**src/rtl/algorithm_gcd_stein_if.sv**
```systemverilog
// Handshake bundle for the Stein GCD engine: operand request channel and result channel.
interface algorithm_gcd_stein_if #(
   parameter int WIDTH = 8,
   parameter int CNT_W = 16
);
   logic             in_valid;
   logic             in_ready;
   logic [WIDTH-1:0] in0;
   logic [WIDTH-1:0] in1;
   logic             out_valid;
   logic             out_ready;
   logic [WIDTH-1:0] out0;
   logic [CNT_W-1:0] out1;

   modport master (
      output in_valid, in0, in1, out_ready,
      input  in_ready, out_valid, out0, out1
   );

   modport slave (
      input  in_valid, in0, in1, out_ready,
      output in_ready, out_valid, out0, out1
   );
endinterface

```
**src/rtl/algorithm_gcd_stein.sv**
```systemverilog
// Binary (Stein) GCD engine: one shift/subtract step per clock, reports result and step count.
//
// state  | meaning
// IDLE   | waiting for operands, in_ready high
// REDUCE | strip common factors of two into k
// STEP   | odd/even shift or subtract until b reaches zero
// DONE   | result held on out0/out1 until out_ready
module algorithm_gcd_stein #(
   parameter int WIDTH = 8,
   parameter int CNT_W = 16
) (
   input  logic                  clk,
   input  logic                  rst,
   algorithm_gcd_stein_if.slave  bus
);

   localparam int KW = $clog2(WIDTH + 1);

   typedef enum logic [1:0] {
      IDLE   = 2'd0,
      REDUCE = 2'd1,
      STEP   = 2'd2,
      DONE   = 2'd3
   } state_t;

   state_t           state_q;
   logic [WIDTH-1:0] a_q;
   logic [WIDTH-1:0] b_q;
   logic [KW-1:0]    k_q;
   logic [CNT_W-1:0] cnt_q;
   logic [WIDTH-1:0] res_q;
   logic [CNT_W-1:0] cnt_out_q;
   logic             in_ready_q;
   logic             out_valid_q;
   logic [CNT_W-1:0] cnt_d;

   // Step counter sticks at all-ones instead of wrapping.
   assign cnt_d = (&cnt_q) ? cnt_q : cnt_q + CNT_W'(1);

   always_ff @(posedge clk) begin
      if (rst) begin
         state_q     <= IDLE;
         a_q         <= '0;
         b_q         <= '0;
         k_q         <= '0;
         cnt_q       <= '0;
         res_q       <= '0;
         cnt_out_q   <= '0;
         in_ready_q  <= 1'b1;
         out_valid_q <= 1'b0;
      end else begin
         unique case (state_q)
            IDLE: begin
               if (bus.in_valid) begin
                  a_q        <= bus.in0;
                  b_q        <= bus.in1;
                  k_q        <= '0;
                  cnt_q      <= '0;
                  in_ready_q <= 1'b0;
                  if (bus.in0 == '0 || bus.in1 == '0) begin
                     res_q       <= bus.in0 | bus.in1;
                     cnt_out_q   <= '0;
                     out_valid_q <= 1'b1;
                     state_q     <= DONE;
                  end else begin
                     state_q <= REDUCE;
                  end
               end
            end
            REDUCE: begin
               cnt_q <= cnt_d;
               if (!a_q[0] && !b_q[0]) begin
                  a_q <= a_q >> 1;
                  b_q <= b_q >> 1;
                  k_q <= k_q + KW'(1);
               end else begin
                  state_q <= STEP;
               end
            end
            STEP: begin
               if (b_q == '0) begin
                  // a holds the odd part of the gcd here, so the shift cannot exceed WIDTH bits.
                  res_q       <= a_q << k_q;
                  cnt_out_q   <= cnt_q;
                  out_valid_q <= 1'b1;
                  state_q     <= DONE;
               end else begin
                  cnt_q <= cnt_d;
                  if (!a_q[0]) begin
                     a_q <= a_q >> 1;
                  end else if (!b_q[0]) begin
                     b_q <= b_q >> 1;
                  end else if (a_q > b_q) begin
                     a_q <= a_q - b_q;
                  end else begin
                     b_q <= b_q - a_q;
                  end
               end
            end
            DONE: begin
               if (bus.out_ready) begin
                  out_valid_q <= 1'b0;
                  in_ready_q  <= 1'b1;
                  state_q     <= IDLE;
               end
            end
            default: state_q <= IDLE;
         endcase
      end
   end

   assign bus.in_ready  = in_ready_q;
   assign bus.out_valid = out_valid_q;
   assign bus.out0      = res_q;
   assign bus.out1      = cnt_out_q;

endmodule
```
**src/flat_wrapper.sv**
```systemverilog
// flat-port wrapper written by rule: the top's interface ports become plain ports
module algorithm_gcd_stein_flat 
#(
   parameter int WIDTH = 8,
   parameter int CNT_W = 16
)
  (clk, rst, bus_in_valid, bus_in0, bus_in1, bus_out_ready, bus_in_ready, bus_out_valid, bus_out0, bus_out1);
  algorithm_gcd_stein_if #(.WIDTH(WIDTH), .CNT_W(CNT_W)) bus_i ();
  input  logic clk;
  input  logic rst;
  input wire logic [$bits(bus_i.in_valid)-1:0] bus_in_valid;
  input wire logic [$bits(bus_i.in0)-1:0] bus_in0;
  input wire logic [$bits(bus_i.in1)-1:0] bus_in1;
  input wire logic [$bits(bus_i.out_ready)-1:0] bus_out_ready;
  output wire logic [$bits(bus_i.in_ready)-1:0] bus_in_ready;
  output wire logic [$bits(bus_i.out_valid)-1:0] bus_out_valid;
  output wire logic [$bits(bus_i.out0)-1:0] bus_out0;
  output wire logic [$bits(bus_i.out1)-1:0] bus_out1;
  assign bus_i.in_valid = bus_in_valid;
  assign bus_i.in0 = bus_in0;
  assign bus_i.in1 = bus_in1;
  assign bus_i.out_ready = bus_out_ready;
  assign bus_in_ready = bus_i.in_ready;
  assign bus_out_valid = bus_i.out_valid;
  assign bus_out0 = bus_i.out0;
  assign bus_out1 = bus_i.out1;
  algorithm_gcd_stein #(.WIDTH(WIDTH), .CNT_W(CNT_W)) u_core (.clk(clk), .rst(rst), .bus(bus_i));
endmodule
```
**config.mk**
```make
export PLATFORM = sky130hd
export DESIGN_NAME = algorithm_gcd_stein_flat
export DESIGN_NICKNAME = d
export VERILOG_FILES = /design/src/rtl/algorithm_gcd_stein_if.sv /design/src/rtl/algorithm_gcd_stein.sv /design/src/flat_wrapper.sv
export SDC_FILE = /design/constraint.sdc
export NUM_CORES = 1
export LEC_CHECK = 0
export CORE_ASPECT_RATIO = 2
export CORE_UTILIZATION = 40
export CTS_CLUSTER_DIAMETER = 80
export CTS_CLUSTER_SIZE = 24
export DETAILED_ROUTE_END_ITERATION = 6
export PLACE_DENSITY_LB_ADDON = 0.15
export SKIP_CTS_REPAIR_TIMING = 1
export SLEW_MARGIN = 30
export SYNTH_ARGS = -nofsm -noshare
export SYNTH_HDL_FRONTEND = slang
export SYNTH_SLANG_ARGS = --single-unit
```
**constraint.sdc**
```tcl
create_clock -name clk -period 2.3 [get_ports clk]
set_clock_uncertainty 0.1 [all_clocks]
set_input_delay 0.46 -clock clk [delete_from_list [all_inputs] [get_ports clk]]
set_output_delay 0.46 -clock clk [all_outputs]
set_load 0.05 [all_outputs]
```
==> reports/metrics.yaml, run 1 <==
drive_gt1_frac: 0.397
powerDensity_mw_per_mm2: 1660
start_util: 0.415
gr-total-overflow: 0
synth_fa_ha_area_frac: 0.0773
postSynthAreaPerCell_um2: 8.50
rows: 51
ios: 46
hold_class: "input port to flop"
maxCapViolCount: 0
status: "complete, but fails checks"
synthSimpleGateAreaFrac: 0.222
grt_max_degree: 17
rsz0062_at_grt: "yes"
ys.flop_type: "dfxtp_1"
antenna_found_initial: 0
syn_nets: 524
path_class: "flop to flop"
place_area_mm2: 0.00557
finalNetCount: 696
power_w: 0.0109
drc: 0
yosysWarnings: 0
finalCriticalPeriod_ps: 2530
totalWireLength_um: 16300
setup_ws_ps: -232
failed_checks: "negative setup slack"
netlist.top_cell.by_area: "dfxtp_1"
path_clk_slew_ps: 60
tns_ps: -2260
syn_to_final_growth_pct: 61.3
dp_hpwl_um: 12000
synthesis.area_mm2: 0.00408
first_pass_iters: 5
synth_top_family_by_area: "compound AO/OA/AOI/OAI gates"
cpMaxStageDelayCell: "fa_2"
core-area_mm2: 0.00983
grt_pass1_wl_um: 23400
leakage_nw: 2.61
clockRootBuffer: "clkbuf_16"
synthXorXnorAreaFrac: 0.0537
numCtsBuffers: 9
synthDominantCellAreaShare: 0.314
vias: 4525
clk-insertion-delay-late_ps: 340
die_h_um: 145
crit_path_cell_trace: "buf_12 > clkinvlp_4 > ha_4 > inv_2 > fa_2 > a211oi_2 > o21bai_1 > a21oi_1 > xnor2_1 > a221oi_2 > o32ai_1"
muxShareOfSynthArea: 0.0212
cp-start-kind: "flop"
synth_compound_area_frac: 0.252
numPortBuffers: 45
post-route-period-util: 1.10
tritoncts: "yes"
ant_nets: 0
n_fill_cell: 842
async_flop_share: 0
clock-sinks: 64
hold_viol: 0
grt_usage: 0.303
synth_cell_types: 67
end_kind: "flop"
clock_path_buffers: 2
max-vdd-ir-drop_v: 0.000716
crit_arrival_ps: 2650
yosysSeqAreaShare: 0.314
path_max_fanout: 5
htree_levels: 3
drt_iter0_drc: 324
ys_ff_latch: 64
setup_viol: 29
fmax_mhz: 395
finish.instance_area_mm2: 0.00658
worst_pin_slew_ps: 626
place_congestion: 0.986
slew_violations: 0
die_w_um: 73.4
critPathRequiredTime_ps: 2410
max_slew_margin: 0.579
grt_pass1_vias: 4616
final_util: 0.670
wl_per_cell_um: 20.6
viasPerCell: 5.73
dieArea_mm2: 0.0106
syn_inst: 480
slowest_delay_ps: 410
synth_edf_count: 0
synthTopCellsByArea: "dfxtp_1, ha_1, nor2_1, xor2_1, a22oi_2"
-- cell type report --
| class | instances | area (µm²) | area share |
|---|---|---|---|
| clock buffer | 9 | 225 | 0.0342 |
| inverter | 28 | 111 | 0.0169 |
| sequential | 64 | 1300 | 0.197 |
| timing repair buffer | 187 | 1690 | 0.257 |
| tap | 132 | 165 | 0.0251 |
| multi-input combinational | 362 | 3020 | 0.458 |
| antenna | 1 | 2.50 | 0.000380 |
| clock inverter | 7 | 76.3 | 0.0116 |
-- sequential cells by signal (all words and copies together) (netlist names) --
signal,count
u_core.bus.out_valid,1
u_core.bus.in_ready,1
u_core.a_q,8
u_core.bus.out1,16
u_core.b_q,8
u_core.state_q,2
u_core.bus.out0,8
u_core.k_q,4
u_core.cnt_q,16
-- cell usage after synthesis, types with 5 or more instances --
cell,count
clkbuf_1,13
a21o_1,6
and3_1,6
xnor2_1,8
a211oi_1,6
a221o_1,6
xor2_1,17
buf_4,5
a22oi_1,8
nor3_1,13
ha_1,22
o21ai_0,16
or3_1,8
a21oi_1,18
a22oi_2,10
inv_1,28
nand2_1,30
nor2_1,70
o221ai_1,5
a32o_1,5
nand4_1,6
a221oi_1,11
dfxtp_1,64
a31oi_1,6
nand3_1,12
-- through the flow --
| step | hold slack, ps | setup WS, ps | instances |
|---|---|---|---|
| final | 374 | -232 | 790 |
| after global routing | 388 | -328 | 789 |
| after CTS | 343 | -323 | 766 |
| after detailed placement | 366 | -458 | 750 |
| after global placement | 354 | -459 | 750 |
| after floorplan | 365 | -31.1 | 480 |
-- cell usage in the layout, fill, tap and decap left out, drive strengths merged, types with 18 or more instances in the layout --
cell type,synthesis,final
a21oi,20,20
ha,22,22
a22oi,18,18
dfxtp,64,64
nand2,30,30
buf,13,141
nor2,70,70
clkdlybuf4s50,0,38
o21ai,19,19
inv,28,30
-- routing by layer --
| layer | up-vias | share of wire | track usage |
|---|---|---|---|
| met1 | 2177 | 0.34 | 0.283 |
| met2 | 154 | 0.54 | 0.569 |
| li1 | 2122 | - | - |
| met5 | - | 0 | 0 |
| met3 | 72 | 0.042 | 0.0422 |
| met4 | 0 | 0.081 | 0.238 |
-- power breakdown --
part           total (W)  switching [W]  internal (W)
clock network    0.00142       0.000573      0.000849
logic            0.00792        0.00423       0.00369
registers        0.00158       0.000211       0.00136
-- worst paths after layout --
path                                      startpoint                    to  slack, ps  depth (start not counted)
worst max-delay path                   u_core.b_q[0]         u_core.b_q[6]       -230                         11
worst min-delay path                             rst         u_core.k_q[1]        370                          2
worst max register to register         u_core.b_q[0]         u_core.b_q[6]       -230                         11
worst min register to register  u_core.bus.out_valid  u_core.bus.out_valid        380                          2
-- worst max-delay path, delay by kind of cell, from the launching register on --
kind                       cells  cell delay [ps]
AOI/OAI and AO/OA              5              960
DFF                            1              360
buffers and inverters          3              300
adders and majority gates      2              560
xor gates and xnor gates       1              110
-- kinds of logic (layout without fill, tap and decap cells) --
| family | Yosys count | count (layout) |
|---|---|---|
| muxes | 6 | 6 |
| buffers and inverters | 54 | 231 |
| and+or+nand+nor | 176 | 176 |
| xor gates and xnor gates | 25 | 25 |
| DFF | 64 | 64 |
| AOI/OAI and AO/OA | 131 | 131 |
| other | 0 | 1 |
| adders and majority gates | 24 | 24 |
(Power assumes the default switching activity.)
==> inputs of run 2 (changes only) <==
==> constraint.sdc (replaced) <==
create_clock -name clk -period 2.05 [get_ports clk]
set_clock_uncertainty 0.1 [all_clocks]
set_input_delay 0.41 -clock clk [delete_from_list [all_inputs] [get_ports clk]]
set_output_delay 0.41 -clock clk [all_outputs]
set_load 0.05 [all_outputs]
==> run 2 against run 1 <==
- the flow still finishes with violations (negative setup slack)
- die area is the same
- sequential cell count is the same
- first-iteration DRC count shrank 30%
- worst hold slack gained 28 ps
- cell count grew 0.25%
- non-clock buffer count is the same
- critical path type unchanged
- maximum frequency grew 4.6%
- combinational power grew 10%
- clock-buffer cell count is the same
- utilization grew 1.3 points
==> reports/metrics.yaml, run 2 (synthesis gave the netlist of run 1 again) <==
grt_pass1_wl_um: 22300  # -4.5%
layout_commonest_cell: "buf_4"
syn_to_final_growth_pct: 64.5
rsz0062_at_grt: "yes"
dieArea_mm2: 0.0106  # unchanged
path_max_fanout: 7  # +2
r2r_slack_ps: -370  # -140 ps
antenna_cells: 0  # -1
leakage_nw: 2.82  # +8.3%
first_pass_iters: 5  # unchanged
clockRootBuffer: "clkbuf_16"
start_util: 0.415  # unchanged
reg2reg_to: "u_core.a_q[5]"
crit_arrival_ps: 2570  # -80 ps
multi_input_area_mm2: 0.00310  # +2.9%
finalNetCount: 699  # +0.43%
vias: 4599  # +1.6%
clk-insertion-delay-late_ps: 340  # about the same
grt_usage: 0.285  # -0.0182
clock_path_buffers: 2  # unchanged
worst_pin_slew_ps: 567  # -59.9 ps
antenna_found_initial: 0  # unchanged
ios: 46  # unchanged
gr-total-overflow: 0  # unchanged
min_from: "u_core.bus.out_valid"
status: "complete, but fails checks"
drc: 0  # unchanged
setup_viol: 45  # +55%
place_congestion: 0.934  # -5.3%
tritoncts: "yes"
post-route-period-util: 1.18  # +0.0803
hold_viol: 0  # unchanged
fmax_mhz: 413  # +4.6%
dp_hpwl_um: 11500  # -4.1%
min_to: "u_core.bus.out_valid"
wl_per_cell_um: 19.9  # -3.3%
n_fill_cell: 800  # -5.0%
totalWireLength_um: 15800  # -3.1%
numCtsBuffers: 9  # unchanged
drt_iter0_drc: 227  # -30%
end_kind: "flop"
hold_class: "flop to flop"
max_slew_margin: 0.619  # +0.0402
ant_nets: 0  # unchanged
htree_levels: 3  # unchanged
holdPathStages: 2  # unchanged
rows: 51  # unchanged
failed_checks: "negative setup slack"
grt_pass1_vias: 4643  # +0.58%
r2r_start: "u_core.a_q[0]"
viasPerCell: 5.81  # +1.4%
max-vdd-ir-drop_v: 0.000919  # +28%
final_util: 0.683  # +0.0130
r2r_cells: 12  # +1
timing.hold.ws_ps: 401  # +27.7 ps
path_class: "flop to flop"
critPathRequiredTime_ps: 2190  # -220 ps
numPortBuffers: 45  # unchanged
final-seq-area_mm2: 0.00130  # +0.58%
grt_max_degree: 24  # +7
mostFrequentLayoutCells: "buf_4, nor2_1, dfxtp_1, nand2_1, inv_1"
cp-start-kind: "flop"
die_w_um: 73.4  # unchanged
powerDensity_mw_per_mm2: 1820  # +9.9%
slew_violations: 0  # unchanged
maxCapViolCount: 0  # unchanged
core-area_mm2: 0.00983  # unchanged
finalCriticalPeriod_ps: 2420  # -111 ps
path_clk_slew_ps: 70  # about the same
die_h_um: 145  # unchanged
drive_gt1_frac: 0.433  # +0.0361
clock-sinks: 64  # unchanged
setup_ws_ps: -372  # -139 ps
==> run 2: cell types whose count changed in the layout (fill, tap and decap cells not counted), sizes merged, moves of 2 or more <==
cell           before  now
clkinv              1    3
clkdlybuf4s50      38   19
dlymetal6s2s        6   15
clkinvlp            3    1
buf               141  152
or3                 9   12
==> run 2: report_power, final <==
part,switching [W],internal [W],leakage [nW]
Clock,0.000634,0.00108,0.157
Sequential,0.000239,0.00154,0.526
Combinational,0.00457,0.00417,2.14
Total,0.00545,0.00678,2.82
==> run 2: cell type report <==
class / instances / area share
clock buffer: 9 / 0.0336
clock inverter: 7 / 0.0153
multi-input combinational: 365 / 0.463
inverter: 28 / 0.0175
sequential: 64 / 0.194
tap: 132 / 0.0246
timing repair buffer: 187 / 0.252
==> run 2: per-stage QoR <==
step | setup slack, ps | cells | setup TNS, ps | power (W) | area [µm²]
floorplan | -221 | 480 | -3200 | 0.00595 | 4280
global placement | -659 | 757 | -22930 | 0.00871 | 5690
detailed placement | -690 | 757 | -24260 | 0.00880 | 5690
CTS | -412 | 773 | -12270 | 0.0106 | 6010
global route | -415 | 792 | -12970 | 0.0128 | 6710
finish | -372 | 792 | -10170 | 0.0122 | 6710
==> run 2: worst max-delay path by stage <==
stage	startpoint	endpoint	slack, ps	depth (start not counted)
3_5_place_dp	bus_in0[5]	u_core.bus.out0[5]	-690	7
3_3_place_gp	bus_in0[5]	u_core.bus.out0[5]	-660	7
6_report	u_core.a_q[0]	u_core.a_q[5]	-370	12
2_1_floorplan	u_core.a_q[0]	u_core.a_q[6]	-220	11
4_1_cts	u_core.a_q[0]	u_core.a_q[6]	-410	11
5_1_grt	u_core.a_q[0]	u_core.a_q[5]	-420	10
==> run 2: critical path, stage by stage, from the launching register on <==
cell	delay (ps)
dfxtp_4	350
clkinv_4	50
ha_4	140
inv_4	30
fa_2	340
and3_4	170
o21ai_4	180
a211oi_2	130
o31ai_4	310
buf_4	190
clkbuf_16	150
nand3_1	100
o41ai_2	70
==> run 2: routing by layer <==
metal | track usage | vias to the layer above | wire, µm
met5 | 0 | - | 0
met4 | 0.210 | 0 | 1210
met3 | 0.0402 | 75 | 689
met2 | 0.552 | 177 | 8660
met1 | 0.257 | 2222 | 5220
li1 | - | 2125 | -
